==> config.mk <==
export PLATFORM = sky130hd
export DESIGN_NAME = alu_issue_stage
export DESIGN_NICKNAME = d
export VERILOG_FILES = /design/src/rtl/alu_issue_stage.sv
export SDC_FILE = /design/constraint.sdc
export NUM_CORES = 1
export LEC_CHECK = 0
export CORE_AREA = 3 3 114 116
export CTS_CLUSTER_DIAMETER = 150
export DETAILED_ROUTE_END_ITERATION = 8
export DIE_AREA = 0 0 117 119
export PLACE_DENSITY = 0.83
export SETUP_SLACK_MARGIN = 0.05
export SLEW_MARGIN = 15
export SYNTH_ARGS = -nofsm -noshare
export SYNTH_HDL_FRONTEND = slang
export SYNTH_SLANG_ARGS = --single-unit
==> constraint.sdc <==
create_clock -name clk -period 5.3 [get_ports clk]
set_input_delay 1.06 -clock clk [delete_from_list [all_inputs] [get_ports clk]]
set_output_delay 1.06 -clock clk [all_outputs]
set_load 0.02 [all_outputs]
==> src/rtl/alu_issue_stage.sv <==
// Execute-stage issuer: ID/EX (S1) and EX/MEM (S2) registers around the external 32-bit ALU.
// Optional macro EX_FWD_EN adds forwarding from the last-result record into the ALU operands.
module alu_issue_stage #(
    parameter int unsigned DATA_W = 32,
    parameter int unsigned REG_W  = 5
) (
    input  logic              clk,
    input  logic              rst,
    input  logic              in_valid,
    output logic              in_ready,
    input  logic [3:0]        in_op,
    input  logic [DATA_W-1:0] in_a,
    input  logic [DATA_W-1:0] in_b,
    input  logic [REG_W-1:0]  in_rs,
    input  logic [REG_W-1:0]  in_rt,
    input  logic [REG_W-1:0]  in_rd,
    output logic [DATA_W-1:0] alu_a,
    output logic [DATA_W-1:0] alu_b,
    output logic [2:0]        alu_m,
    input  logic [DATA_W-1:0] alu_result,
    output logic              out_valid,
    input  logic              out_ready,
    output logic [DATA_W-1:0] out_result,
    output logic [REG_W-1:0]  out_rd,
    output logic              out_illegal,
    output logic              out_zero
);

    logic              s1_valid_q;
    logic [3:0]        s1_op_q;
    logic [DATA_W-1:0] s1_a_q;
    logic [DATA_W-1:0] s1_b_q;
    logic [REG_W-1:0]  s1_rd_q;
    logic              s1_illegal_q;

    logic              s2_valid_q;
    logic [DATA_W-1:0] s2_result_q;
    logic [REG_W-1:0]  s2_rd_q;
    logic              s2_illegal_q;

    logic              s1_load;
    logic              s2_load;
    logic [DATA_W-1:0] s2_data;

    // Combinational ready chain: S1 may refill in the same cycle it hands off to S2.
    assign s2_load  = s1_valid_q && (!s2_valid_q || out_ready);
    assign in_ready = !s1_valid_q || s2_load;
    assign s1_load  = in_valid && in_ready;

    always_comb begin
        alu_m = 3'b011;
        case (s1_op_q)
            4'd0:    alu_m = 3'b011;
            4'd1:    alu_m = 3'b111;
            4'd2:    alu_m = 3'b001;
            4'd3:    alu_m = 3'b000;
            4'd4:    alu_m = 3'b010;
            4'd5:    alu_m = 3'b100;
            4'd6:    alu_m = 3'b101;
            4'd7:    alu_m = 3'b110;
            default: alu_m = 3'b011;
        endcase
    end

    assign s2_data = s1_illegal_q ? '0 : alu_result;

    always_ff @(posedge clk or posedge rst) begin
        if (rst) begin
            s1_valid_q   <= 1'b0;
            s1_op_q      <= '0;
            s1_a_q       <= '0;
            s1_b_q       <= '0;
            s1_rd_q      <= '0;
            s1_illegal_q <= 1'b0;
        end else begin
            if (s1_load) begin
                s1_valid_q   <= 1'b1;
                s1_op_q      <= in_op;
                s1_a_q       <= in_a;
                s1_b_q       <= in_b;
                s1_rd_q      <= in_rd;
                s1_illegal_q <= in_op[3];
            end else if (s2_load) begin
                s1_valid_q <= 1'b0;
            end
        end
    end

    always_ff @(posedge clk or posedge rst) begin
        if (rst) begin
            s2_valid_q   <= 1'b0;
            s2_result_q  <= '0;
            s2_rd_q      <= '0;
            s2_illegal_q <= 1'b0;
        end else begin
            if (s2_load) begin
                s2_valid_q   <= 1'b1;
                s2_result_q  <= s2_data;
                s2_rd_q      <= s1_rd_q;
                s2_illegal_q <= s1_illegal_q;
            end else if (out_ready) begin
                s2_valid_q <= 1'b0;
            end
        end
    end

`ifdef EX_FWD_EN
    logic [REG_W-1:0]  s1_rs_q;
    logic [REG_W-1:0]  s1_rt_q;
    logic              lr_valid_q;
    logic [REG_W-1:0]  lr_rd_q;
    logic [DATA_W-1:0] lr_result_q;
    logic              lr_hit_ok;

    always_ff @(posedge clk or posedge rst) begin
        if (rst) begin
            s1_rs_q <= '0;
            s1_rt_q <= '0;
        end else if (s1_load) begin
            s1_rs_q <= in_rs;
            s1_rt_q <= in_rt;
        end
    end

    // Not cleared on drain: always the instruction just older than S1.
    always_ff @(posedge clk or posedge rst) begin
        if (rst) begin
            lr_valid_q  <= 1'b0;
            lr_rd_q     <= '0;
            lr_result_q <= '0;
        end else if (s2_load) begin
            lr_valid_q  <= 1'b1;
            lr_rd_q     <= s1_rd_q;
            lr_result_q <= s2_data;
        end
    end

    assign lr_hit_ok = lr_valid_q && (lr_rd_q != '0);

    always_comb begin
        alu_a = s1_a_q;
        alu_b = s1_b_q;
        if (lr_hit_ok && (s1_rs_q == lr_rd_q)) alu_a = lr_result_q;
        if (lr_hit_ok && (s1_rt_q == lr_rd_q)) alu_b = lr_result_q;
    end
`else
    logic unused_fwd;
    assign unused_fwd = ^{in_rs, in_rt};

    assign alu_a = s1_a_q;
    assign alu_b = s1_b_q;
`endif

    assign out_valid   = s2_valid_q;
    assign out_result  = s2_result_q;
    assign out_rd      = s2_rd_q;
    assign out_illegal = s2_illegal_q;
    assign out_zero    = (s2_result_q == '0);

endmodule
==> metrics.txt <==
result of the run=completed; Die Footprint=13900 um^2; I/O pin total=227; Slew @ Worst Pin=1.14 ns; Starting Density=41.8%; Antenna diodes=0; Post CTS Setup Buffer Count=0; multi-input combinational cell area=1970 um^2; initial antenna violation count=0; CP arrival=2.37 ns; Worst-path clk slew=0.05 ns; commonest non-fill, non-tap cell in the layout=clkdlybuf4s50_1; antenna viol nets, final=0; Compound-Gate Fraction of Synth Area=0%; xor and xnor area share after synthesis=0.175%; first-pass GRT wire length=19.3 mm; clk buf depth=2; YS warnings=0; placer congestion estimate=0.768; clock period minus worst slack=3.43 ns; MaxCap Viol Count=0; Max IR drop VDD=0.186 mV; Remaining Overflow, GRT=0; Leakage=3.52 nW; PortBufs=216; post-synthesis simple-gate area fraction=7.08%; Syn Nets=414; Via Count=3236; area added between synthesis and finish=55.9%; data required time of the worst path=4.24 ns; Final Hold Fails=0; CP max stage cell=clkdlybuf4s50_1; clock latency on the worst-skew pair=0.39 ns; pin count of the biggest net entering global routing=81; number of global-route vias before repair=3620; fin nets=637; Core Util, Final=65.1%; share of post-route cells with drive strength above 1=28.1%; Max Slew Vio Count=0; CTS tree=done; register area=2830 um^2; Yosys reg bits=113; Inserted Clock Buffers=17; main combinational cell family by area after synthesis=multiplexers; row cnt=40; Core Region=12000 um^2; CP Cell Sequence=clkdlybuf4s50_1, nand3b_4, clkdlybuf4s50_1; die height=119 um; CTS Root Cell=clkbuf_16; Worst setup SP type=input port; critical-path maximum fanout=3; Crit. End Element=output port; commonest cells after routing, fill and taps aside=clkdlybuf4s50_1, dfrtp_1, mux2_4, nor2b_1, mux2_2; final setup fails=0; Synth cell types=22; Post-CTS Hold Buffers=0; syn avg cell area=17.0 um^2; Synth Area in Adders=0%; cell area after synthesis=5020 um^2; post-synthesis sequential area ratio=56.4%; Total GRT Usage=17.7%; Die X=117 um; CP peak stage delay=0.65 ns; routed len/inst=17.6 um; Min-Delay Path Class=reg -> reg; # fillers=879; DR vias/cell=4.77; Crit path top cell by count=clkdlybuf4s50_1; unrepaired setup endpoints after global routing=false; final worst-path cycle share=64.7%; DRT Pass-1 Iters=4; total routed wirelength=11.9 mm; H-tree levels=4; mux share of post-synthesis cell area=32.0%; DRT iter0 DRCs=139; Fin Clk Skew=0.00654 ns; DR DRC count=0; post-CTS sizing=0; FMAX=291 MHz; WS Path Type=in -> out; Setup TNS=0 ns; Slew headroom=23.9%; Cells after Synth=295; Sink Count=113; DP Wirelength=8.49 mm; PD cells=414 nW/um^2
-- flip-flops by register name, indices dropped and copies added (netlist names) --
signal       cells
alu_a           32
alu_b           32
out_illegal      1
out_rd           5
out_result      32
out_valid        1
s1_op_q          4
s1_rd_q          5
s1_valid_q       1
-- critical path: cells and delay by family --
kind,cells,cell delay (ns)
simple gates,1,0.18
buf+inv,2,1.13
-- worst paths after layout --
check                                from              to  slack [ns]  cells after the start
worst max-delay path            out_ready        in_ready        1.87                      3
worst min-delay path            alu_b[28]       alu_b[28]        0.51                      1
worst max register to register  out_valid  out_result[25]        3.41                      3
worst min register to register  alu_b[28]       alu_b[28]        0.51                      1
max in group asynchronous             rst  out_result[29]        3.06                      3
min in group asynchronous             rst       out_valid        1.25                      2
-- report_power, final --
| group | switching, W | leakage, nW | internal (W) | total [W] |
|---|---|---|---|---|
| clock network | 0.000382 | 0.316 | 0.000870 | 0.00125 |
| registers | 0.000103 | 1.36 | 0.00101 | 0.00111 |
| logic | 0.000365 | 1.85 | 0.000513 | 0.000878 |
-- metal layers --
layer	vias to the layer above	GRT usage (%)	routed length (um)
met4	0	5.09	135
met5	-	0	0
met1	1617	21.6	4750
met3	12	6.10	952
li1	1474	-	-
met2	133	29.7	6070
-- cell usage after synthesis, drive strengths merged --
master	number	share of area [%]
nand3b	1	0.40
nand2	3	0.60
xnor2	1	0.17
dfrtp	113	56
nand4	2	0.25
nand2b	3	0.42
inv	1	0.075
or2	1	0.12
nor2b	32	4.0
nor4	8	1.0
buf	14	4.3
mux2	111	32
nor2	2	0.15
or2b	1	0.15
mux2i	2	0.40
-- cell type report --
type                    count  share of cell area, %
clock buffers              22                   6.06
flip-flops and latches    113                   36.2
multi-input cells         167                   25.2
repair buffers            218                   27.8
clock inverters            10                   2.30
inverters                   1                 0.0800
well taps                 147                   2.35
-- through the flow --
step           hold slack, ns  total power [W]  cells  worst slack [ns]  cell area [um^2]
3_3_place_gp            0.491          0.00198    646              1.88              7170
4_1_cts                 0.511          0.00327    678              1.85              7820
3_5_place_dp            0.492          0.00201    646              1.85              7170
5_1_grt                 0.524          0.00337    678              1.81              7820
6_report                0.508          0.00324    678              1.87              7820
2_1_floorplan           0.482          0.00160    295              1.25              5020
-- kinds of logic (layout without fill, tap and decap cells) --
kind of cell | count (synthesis) | after routing
mux | 113 | 113
flops | 113 | 113
simple gates | 53 | 53
buf+inv | 15 | 251
xor+xnor | 1 | 1
(Power assumes the default switching activity.)
